==> config.mk <==
export PLATFORM = sky130hd
export DESIGN_NAME = trg_pulse_gen
export DESIGN_NICKNAME = d
export VERILOG_FILES = /design/src/rtl/trg_pkg.sv /design/src/rtl/trg_pulse_chan.sv /design/src/rtl/trg_pulse_gen.sv
export SDC_FILE = /design/constraint.sdc
export NUM_CORES = 1
export LEC_CHECK = 0
export CAP_MARGIN = 0
export CELL_PAD_IN_SITES_DETAIL_PLACEMENT = 0
export CELL_PAD_IN_SITES_GLOBAL_PLACEMENT = 1
export CORE_MARGIN = 2
export CORE_UTILIZATION = 51
export CTS_BUF_LIST = sky130_fd_sc_hd__clkbuf_4
export DETAILED_ROUTE_END_ITERATION = 10
export PLACE_DENSITY = 0.9
export SLEW_MARGIN = 0
export SYNTH_ARGS = -nofsm -noshare
export SYNTH_HDL_FRONTEND = slang
export SYNTH_SLANG_ARGS = --single-unit
==> constraint.sdc <==
create_clock -name clk -period 2.8 [get_ports clk]
set_clock_uncertainty 0.1 [all_clocks]
set_input_delay 0.28 -clock clk [delete_from_list [all_inputs] [get_ports clk]]
set_output_delay 0.28 -clock clk [all_outputs]
set_load 0.01 [all_outputs]
==> src/rtl/trg_pkg.sv <==
// Shared types and constants for the per-channel trigger pulse generator.
package trg_pkg;

    typedef enum logic [1:0] {
        ST_IDLE,
        ST_DELAY,
        ST_PULSE,
        ST_HOLDOFF
    } trg_state_t;

    localparam int unsigned TRG_NCH    = 8;
    localparam int unsigned DROP_CNT_W = 16;

    // Counter must hold the largest reload value; never narrower than 1 bit.
    function automatic int unsigned cnt_width(input int unsigned d,
                                              input int unsigned p,
                                              input int unsigned h);
        int unsigned m;
        int unsigned w;
        m = d;
        if (p > m) m = p;
        if (h > m) m = h;
        w = $clog2(m + 1);
        return (w < 1) ? 1 : w;
    endfunction

endpackage

==> src/rtl/trg_pulse_chan.sv <==
// One trigger channel: IDLE -> DELAY -> PULSE -> HOLDOFF sequencer with a shared down-counter.
module trg_pulse_chan
    import trg_pkg::*;
#(
    parameter int unsigned DELAY   = 2,
    parameter int unsigned PULSE_W = 3,
    parameter int unsigned HOLDOFF = 1,
    parameter int unsigned CW      = cnt_width(DELAY, PULSE_W, HOLDOFF)
) (
    input  logic clk,
    input  logic rst,
    input  logic edge_i,
    input  logic en_i,
    output logic pulse_o,
    output logic busy_o,
    output logic drop_o
);

    localparam logic [CW-1:0] DLY_LD = CW'((DELAY   == 0) ? 0 : DELAY - 1);
    localparam logic [CW-1:0] PLS_LD = CW'((PULSE_W == 0) ? 0 : PULSE_W - 1);
    localparam logic [CW-1:0] HLD_LD = CW'((HOLDOFF == 0) ? 0 : HOLDOFF - 1);

    trg_state_t    state_q, state_d;
    logic [CW-1:0] cnt_q, cnt_d;
    logic          accept;

    assign accept = edge_i & en_i;

    always_ff @(posedge clk or posedge rst) begin
        if (rst) begin
            state_q <= ST_IDLE;
            cnt_q   <= '0;
        end else begin
            state_q <= state_d;
            cnt_q   <= cnt_d;
        end
    end

    always_comb begin
        state_d = state_q;
        cnt_d   = cnt_q;
        unique case (state_q)
            ST_IDLE: begin
                if (accept) begin
                    if (DELAY == 0) begin
                        state_d = ST_PULSE;
                        cnt_d   = PLS_LD;
                    end else begin
                        state_d = ST_DELAY;
                        cnt_d   = DLY_LD;
                    end
                end
            end
            ST_DELAY: begin
                if (cnt_q == '0) begin
                    state_d = ST_PULSE;
                    cnt_d   = PLS_LD;
                end else begin
                    cnt_d = cnt_q - CW'(1);
                end
            end
            ST_PULSE: begin
                if (cnt_q == '0) begin
                    if (HOLDOFF == 0) begin
                        state_d = ST_IDLE;
                        cnt_d   = '0;
                    end else begin
                        state_d = ST_HOLDOFF;
                        cnt_d   = HLD_LD;
                    end
                end else begin
                    cnt_d = cnt_q - CW'(1);
                end
            end
            ST_HOLDOFF: begin
                if (cnt_q == '0) begin
                    state_d = ST_IDLE;
                end else begin
                    cnt_d = cnt_q - CW'(1);
                end
            end
            default: begin
                state_d = ST_IDLE;
                cnt_d   = '0;
            end
        endcase
    end

    // Outputs come from registered state only; acceptance needs a registered IDLE.
    assign pulse_o = (state_q == ST_PULSE);
    assign busy_o  = (state_q != ST_IDLE);
    assign drop_o  = accept & (state_q != ST_IDLE);

endmodule

==> src/rtl/trg_pulse_gen.sv <==
// NCH independent trigger pulse channels fed by rising edges of trg.
// Define TRG_DROP_CNT_EN to add the saturating drop_cnt counter and its drop_clr input.
module trg_pulse_gen
    import trg_pkg::*;
#(
    parameter int unsigned NCH     = TRG_NCH,
    parameter int unsigned DELAY   = 2,
    parameter int unsigned PULSE_W = 3,
    parameter int unsigned HOLDOFF = 1
) (
    input  logic                  clk,
    input  logic                  rst,
    input  logic                  en,
    input  logic [NCH-1:0]        trg,
`ifdef TRG_DROP_CNT_EN
    input  logic                  drop_clr,
    output logic [DROP_CNT_W-1:0] drop_cnt,
`endif
    output logic [NCH-1:0]        pulse_out,
    output logic [NCH-1:0]        busy
);

    logic [NCH-1:0] trg_q;
    logic [NCH-1:0] edge_w;
    logic [NCH-1:0] drop_w;

    always_ff @(posedge clk or posedge rst) begin
        if (rst) begin
            trg_q <= '0;
        end else begin
            trg_q <= trg;
        end
    end

    assign edge_w = trg & ~trg_q;

    for (genvar i = 0; i < NCH; i++) begin : g_chan
        trg_pulse_chan #(
            .DELAY  (DELAY),
            .PULSE_W(PULSE_W),
            .HOLDOFF(HOLDOFF)
        ) u_chan (
            .clk    (clk),
            .rst    (rst),
            .edge_i (edge_w[i]),
            .en_i   (en),
            .pulse_o(pulse_out[i]),
            .busy_o (busy[i]),
            .drop_o (drop_w[i])
        );
    end

`ifdef TRG_DROP_CNT_EN
    localparam int unsigned SUM_W = DROP_CNT_W + 1;

    logic [DROP_CNT_W-1:0] drop_cnt_q, drop_cnt_d;
    logic [SUM_W-1:0]      drop_sum;

    always_comb begin
        drop_sum = {1'b0, drop_cnt_q} + SUM_W'($countones(drop_w));
        if (drop_clr) begin
            drop_cnt_d = '0;
        end else if (drop_sum[DROP_CNT_W]) begin
            drop_cnt_d = '1;
        end else begin
            drop_cnt_d = drop_sum[DROP_CNT_W-1:0];
        end
    end

    always_ff @(posedge clk or posedge rst) begin
        if (rst) begin
            drop_cnt_q <= '0;
        end else begin
            drop_cnt_q <= drop_cnt_d;
        end
    end

    assign drop_cnt = drop_cnt_q;
`else
    logic unused_drop;
    assign unused_drop = |drop_w;
`endif

endmodule

==> results of run 1 <==
-- layout make-up --
class                      instances  area (um^2)  share of cell area
clock buffer                       7         52.6              0.0154
multi-input combinational        192         1810               0.530
tap                               75         93.8              0.0275
sequential                        40         1000               0.293
timing repair buffer              27          268              0.0784
clock inverter                     1         3.75             0.00110
inverter                          49          184              0.0539
-- metrics by stage --
step	cell area [um^2]	worst slack (ns)
final	3410	0.696
after CTS	3410	0.673
after global routing	3410	0.559
after floorplan	3120	1.16
after global placement	3360	0.771
after detailed placement	3360	0.756
-- registers in the layout, summed over array words and instances (netlist names) --
signal                 flops
g_chan.u_chan.cnt_q       16
g_chan.u_chan.state_q     16
trg_q                      8
-- per-layer routing --
layer | part of all wire | wire length (um) | up-vias | GRT usage
met2 | 0.46 | 2240 | 25 | 0.274
met5 | 0 | 0 | - | 0
li1 | - | - | 1039 | -
met3 | 0.027 | 130 | 5 | 0.0326
met1 | 0.51 | 2470 | 971 | 0.217
met4 | 0.0080 | 39 | 0 | 0.0350
-- tightest hold or removal path, stage by stage --
cell,delay [ns]
clkdlybuf4s50_1,0.40
inv_1,0.05
buf_4,0.42
-- cell usage in the layout, fill, tap and decap left out --
| cell type | instances |
|---|---|
| a211oi_1 | 3 |
| a21o_1 | 5 |
| a21oi_1 | 3 |
| a221oi_2 | 3 |
| a22oi_1 | 8 |
| a2bb2oi_1 | 5 |
| buf_4 | 1 |
| clkbuf_4 | 7 |
| clkdlybuf4s50_1 | 26 |
| clkinv_1 | 1 |
| dfrtp_1 | 40 |
| ha_1 | 70 |
| inv_1 | 49 |
| mux2_1 | 3 |
| mux2_2 | 13 |
| mux2i_1 | 6 |
| nand2_1 | 3 |
| nand3b_1 | 13 |
| nor2_1 | 13 |
| nor2b_1 | 5 |
| nor3_1 | 5 |
| o21a_1 | 3 |
| o21ai_0 | 10 |
| o21ba_2 | 3 |
| o21bai_1 | 3 |
| o22a_1 | 5 |
| o31ai_1 | 5 |
| o32a_1 | 5 |
-- logic make-up (layout without fill, tap and decap cells) --
kind of cell | Yosys count | count (layout) | share of synthesized area
adder cells (fa/ha/maj) | 70 | 70 | 0.280
flip-flops | 40 | 40 | 0.321
AO/OA/AOI/OAI | 61 | 61 | 0.154
AND/OR/NAND/NOR | 39 | 39 | 0.0685
multiplexers | 22 | 22 | 0.0769
buffers and inverters | 66 | 84 | 0.0998
-- final timing paths --
path,cells past startpoint,end,startpoint
worst max-delay path,3,pulse_out[6],g_chan[6].u_chan.state_q[0]
worst max register to register,5,g_chan[0].u_chan.state_q[1],g_chan[0].u_chan.state_q[1]
worst min-delay path,3,g_chan[0].u_chan.state_q[0],rst
worst min register to register,1,g_chan[2].u_chan.state_q[1],g_chan[2].u_chan.state_q[1]
min in group clk,1,trg_q[7],trg[7]
max in group asynchronous,3,g_chan[1].u_chan.cnt_q[1],rst
-- report_power, final --
part	internal [mW]	switching [mW]
sequential	0.828	0.215
clock	0.116	0.172
combinational	1.31	1.21
==> metrics.md, run 1 <==
| Metric | Value |
|---|---|
| Setup TNS | 0 ns |
| Synth-to-layout area growth | 9.29% |
| Post-Syn Nets | 379 |
| Htree depth | 2 |
| Cts bufs inserted | 5 |
| Initial antenna violation count | 0 |
| R2r setup slk | 1.01 ns |
| IO Pins | 27 |
| Final Critical Period | 2.10 ns |
| Per-cell routed wire length | 12.5 um |
| Sequential-to-total area share from yosys stat | 0.321 |
| Slew Limit Fails | 0 |
| DIE HEIGHT | 82.3 um |
| Core ar. | 5920 um^2 |
| Largest net degree at the start of global routing | 41 |
| Status | finished clean |
| Crit Path Class | reg -> out |
| Most common cell in the netlist | ha_1 |
| Drt first pass iters | 4 |
| Post-synth top area share | 0.321 |
| Total Nets Final | 396 |
| Cell total after placement | 383 |
| Hold Crit Class | in -> async |
| TritonCTS clock tree | done |
| Clock slew at reported path FFs | 0.11 ns |
| Worst Tran Pin Value | 0.492 ns |
| Die width | 82.3 um |
| CP max stage delay | 0.57 ns |
| Synth Cell Area | 3120 um^2 |
| Crit-path slowest cell | clkdlybuf4s50_1 |
| Vias in the first global route | 2053 |
| Clock Sinks | 40 |
| Cell Chain, Critical Path | inv_1 -> ha_1 -> clkdlybuf4s50_1 |
| List of most frequent post-synthesis cells | ha_1, inv_1, dfrtp_1, buf_4 |
| Crit path required time | 2.42 ns |
| Non-Filler Instances | 391 |
| Total chip power | 3.86 mW |
| Synth cell types | 25 |
| Family with the most delay on the worst path | buffers and inverters |
| Antenna cell count | 0 |
| Fill cells | 520 |
| Final Setup Violations | 0 |
| CP Buf/Inv Count | 2 |
| Seq cells post-synth | 40 |
| Crit-path max FO | 5 |
| Data arrival, critical path | 1.72 ns |
| Global-route wire length before repair | 8.70 mm |
| Remaining antenna violation count | 0 |
| Clock Path Buffers | 2 |
| Congestion Overflow GR | 0 |
| Avg Synthesized Cell Area | 10.5 um^2 |
| Static Leak | 1.71 nW |
| Total GRT Usage | 0.163 |
| Core Util, Final | 0.577 |
| Site Rows | 28 |
| Fin. Hold Viols | 0 |
| Clk Latency, worst-skew pair | 0.33 ns |
| Dominant cell type by area after synthesis | dfrtp_1 |
| Final Hold Slack | 0.261 ns |
| Final period utilization | 0.751 |
| Port bufs | 26 |
| Initial Utilization | 0.527 |
| Post-CTS Repair Setup Buffers | 0 |
| Post_cts resized | 0 |
| EDFF count, synth | 0 |
| Vias per inst | 5.22 |
| Fmax | 475 MHz |
| RSZ-0062 raised after global routing | false |
| P per Cell Area | 1130 nW/um^2 |
| Post-Syn Instances | 298 |
| Routed WL | 4.88 mm |
| Routability congestion estimate from global placement | 0.833 |
| Max-Cap Viols | 0 |
| Synth warn | 0 |
| Top_reg_cell synth | dfrtp_1 |
| Clk root buf | clkbuf_4 |
| Iter 0 DRT Violations | 52 |
| Ratio of cells with drive above 1 in the final layout | 0.0854 |
| Post-CTS Hold Fix Bufs | 0 |
| Worst vdd rail ir drop | 0.000607 V |
| Startpoint types | register |
| Die area | 6770 um^2 |
| Via count | 2040 |
| HPWL after DPL | 3.86 mm |
| Slew HR | 0.672 |
| Post-synth ARST share | 1.00 |
| Setup crit end kind | output pin |
| Synth area leaders | dfrtp_1, ha_1, inv_1 |
| Remaining DRCs | 0 |
Power figures use the tool's default switching activity.
==> run 2: changes to the inputs <==
Settings changed: CORE_UTILIZATION 51 to 48, PLACE_DENSITY 0.9 to 0.86.
Clock period 2.8 ns to 2.2 ns, I/O delays scaled along.
==> run 2 against run 1 <==
  * Non-clock buffer count unchanged
  * Register-to-register slack worse by 0.63 ns
  * Worst hold slack worse by 0.081 ns
  * First-iteration DRC count up 79%
  * Sequential share of layout area about the same
  * Global-route usage down 1.3 points
  * Critical path depth unchanged
  * Count of clock-buffer cells in the layout down 1
  * Via count up 0.78%
  * Die area up 5.9%
  * Combinational power up 26%
  * Power up 27%
  * Critical path type unchanged
  * Largest cell class unchanged
==> metrics.md, run 2 (synthesis results as in run 1) <==
| Metric | Value |
|---|---|
| Global-route wire length before repair | 8.84 mm |
| Total chip power | 4.90 mW |
| Combinational Power Share | 0.654 |
| Post_cts resized | 0 |
| Switching share of power | 0.418 |
| Final period utilization | 0.938 |
| Remaining antenna violation count | 0 |
| Clock Path Buffers | 2 |
| Post-CTS Repair Setup Buffers | 0 |
| Antenna cell count | 0 |
| Crit-path max FO | 5 |
| Vias per inst | 5.24 |
| Static Leak | 1.70 nW |
| Slew HR | 0.666 |
| Die width | 84.7 um |
| Drt first pass iters | 4 |
| Clock Power Share | 0.073 |
| Max-Cap Viols | 0 |
| Largest net degree at the start of global routing | 41 |
| Commonest non-fill, non-tap cells in the layout | ha_1, inv_1, dfrtp_1, clkdlybuf4s50_1 |
| Core ar. | 6310 um^2 |
| Site Rows | 29 |
| Worst Tran Pin Value | 0.501 ns |
| Slew Limit Fails | 0 |
| Initial antenna violation count | 0 |
| TritonCTS clock tree | done |
| Die area | 7170 um^2 |
| Total GRT Usage | 0.150 |
| Clk Latency, worst-skew pair | 0.35 ns |
| Fin. Hold Viols | 0 |
| Hold Crit Class | in -> async |
| DIE HEIGHT | 84.7 um |
| Commonest non-fill, non-tap cell in the layout | ha_1 |
| Clk root buf | clkbuf_4 |
| Setup crit end kind | output pin |
| Routability congestion estimate from global placement | 0.800 |
| Remaining DRCs | 0 |
| Congestion Overflow GR | 0 |
| Status | finished clean |
| Initial Utilization | 0.495 |
| Via count | 2056 |
| Crit Path Class | reg -> out |
| Vias in the first global route | 2027 |
| Iter 0 DRT Violations | 93 |
| Largest registers | g_chan.u_chan.cnt_q: 16 flops, g_chan.u_chan.state_q: 16 flops, trg_q: 8 flops |
| Startpoint types | register |
| Clock slew at reported path FFs | 0.11 ns |
| Fmax | 484 MHz |
| Data arrival, critical path | 1.74 ns |
| Port bufs | 26 |
| Cts bufs inserted | 5 |
| HPWL after DPL | 3.97 mm |
| Per-cell routed wire length | 12.8 um |
| Setup TNS | 0 ns |
| Htree depth | 2 |
| Post-CTS Hold Fix Bufs | 0 |
| Routed WL | 5.03 mm |
| Post-place setup slack | 0.165 ns |
| Worst vdd rail ir drop | 0.000741 V |
| IO Pins | 27 |
| P per Cell Area | 1440 nW/um^2 |
| NetSw | 2.05 mW |
| Ratio of cells with drive above 1 in the final layout | 0.0857 |
| Clock Sinks | 40 |
| Final Critical Period | 2.06 ns |
| RSZ-0062 raised after global routing | false |
| Final worst setup slack | 0.135 ns |
| Final Setup Violations | 0 |
| Internal power | 2.85 mW |
| Total Nets Final | 396 |
| Flop pwr share | 0.273 |
| Synth-to-layout area growth | 9.17% |
| Crit path required time | 1.88 ns |
==> run 2: changes by cell type in the layout (fill, tap and decap cells not counted) <==
| cell | before | now |
|---|---|---|
| clkinv_2 | 0 | 1 |
| clkinv_1 | 1 | 0 |
| clkbuf_4 | 7 | 6 |
==> run 2: cell type report <==
| class | instances | area (um^2) |
|---|---|---|
| clock buffer | 6 | 45.0 |
| clock inverter | 1 | 5.00 |
| inverter | 49 | 184 |
| tap | 77 | 96.3 |
| sequential | 40 | 1000 |
| timing repair buffer | 27 | 268 |
| fill | 572 | 2900 |
| multi-input combinational | 192 | 1810 |
==> run 2: worst max-delay path, cell delays in order (launching register included) <==
cell and delay, ns:
dfrtp_1 0.43, inv_1 0.12, ha_1 0.27, clkdlybuf4s50_1 0.59
==> run 2: power by group through the flow <==
| stage | logic [mW] | clock network, mW | registers (mW) |
|---|---|---|---|
| 6_report | 3.20 | 0.356 | 1.34 |
| 5_1_grt | 3.59 | 0.409 | 1.39 |
| 2_1_floorplan | 2.64 | 0 | 1.28 |
| 3_5_place_dp | 3.23 | 0 | 1.36 |
| 3_3_place_gp | 3.18 | 0 | 1.34 |
| 4_1_cts | 3.24 | 0.371 | 1.34 |
==> run 2: worst paths after layout <==
kind / cells after the start / slack, ns / end / start
worst min register to register: 1 / 0.48 / g_chan[2].u_chan.state_q[0] / g_chan[2].u_chan.state_q[0]
worst min-delay path: 3 / 0.18 / g_chan[2].u_chan.cnt_q[1] / rst
worst max register to register: 5 / 0.38 / g_chan[6].u_chan.state_q[1] / g_chan[6].u_chan.state_q[0]
worst max-delay path: 3 / 0.14 / pulse_out[6] / g_chan[6].u_chan.state_q[0]
min in group clk: 1 / 0.26 / trg_q[4] / trg[4]
max in group asynchronous: 3 / 1.46 / g_chan[7].u_chan.cnt_q[1] / rst
==> run 2: per-layer routing <==
layer	vias up	track usage	share of wire
li1	1035	-	-
met1	985	0.192	0.49
met2	26	0.248	0.46
met3	10	0.0275	0.026
met4	0	0.0649	0.021
met5	-	0	0
==> run 2: metrics by stage <==
stage,instances,cell area [um^2],util,hold slack (ns)
3_5_place_dp,385,3360,0.532,0.458
4_1_cts,392,3410,0.540,0.192
3_3_place_gp,385,3360,0.532,0.455
5_1_grt,392,3410,0.540,0.220
6_report,392,3410,0.540,0.179
2_1_floorplan,298,3120,-,0.151
==> run 3: changes to the inputs <==
Settings changed: HOLD_SLACK_MARGIN set to 0.1.
==> results of run 3 <==
Same layout as run 2: the final DEF is identical, and so are final timing and power.
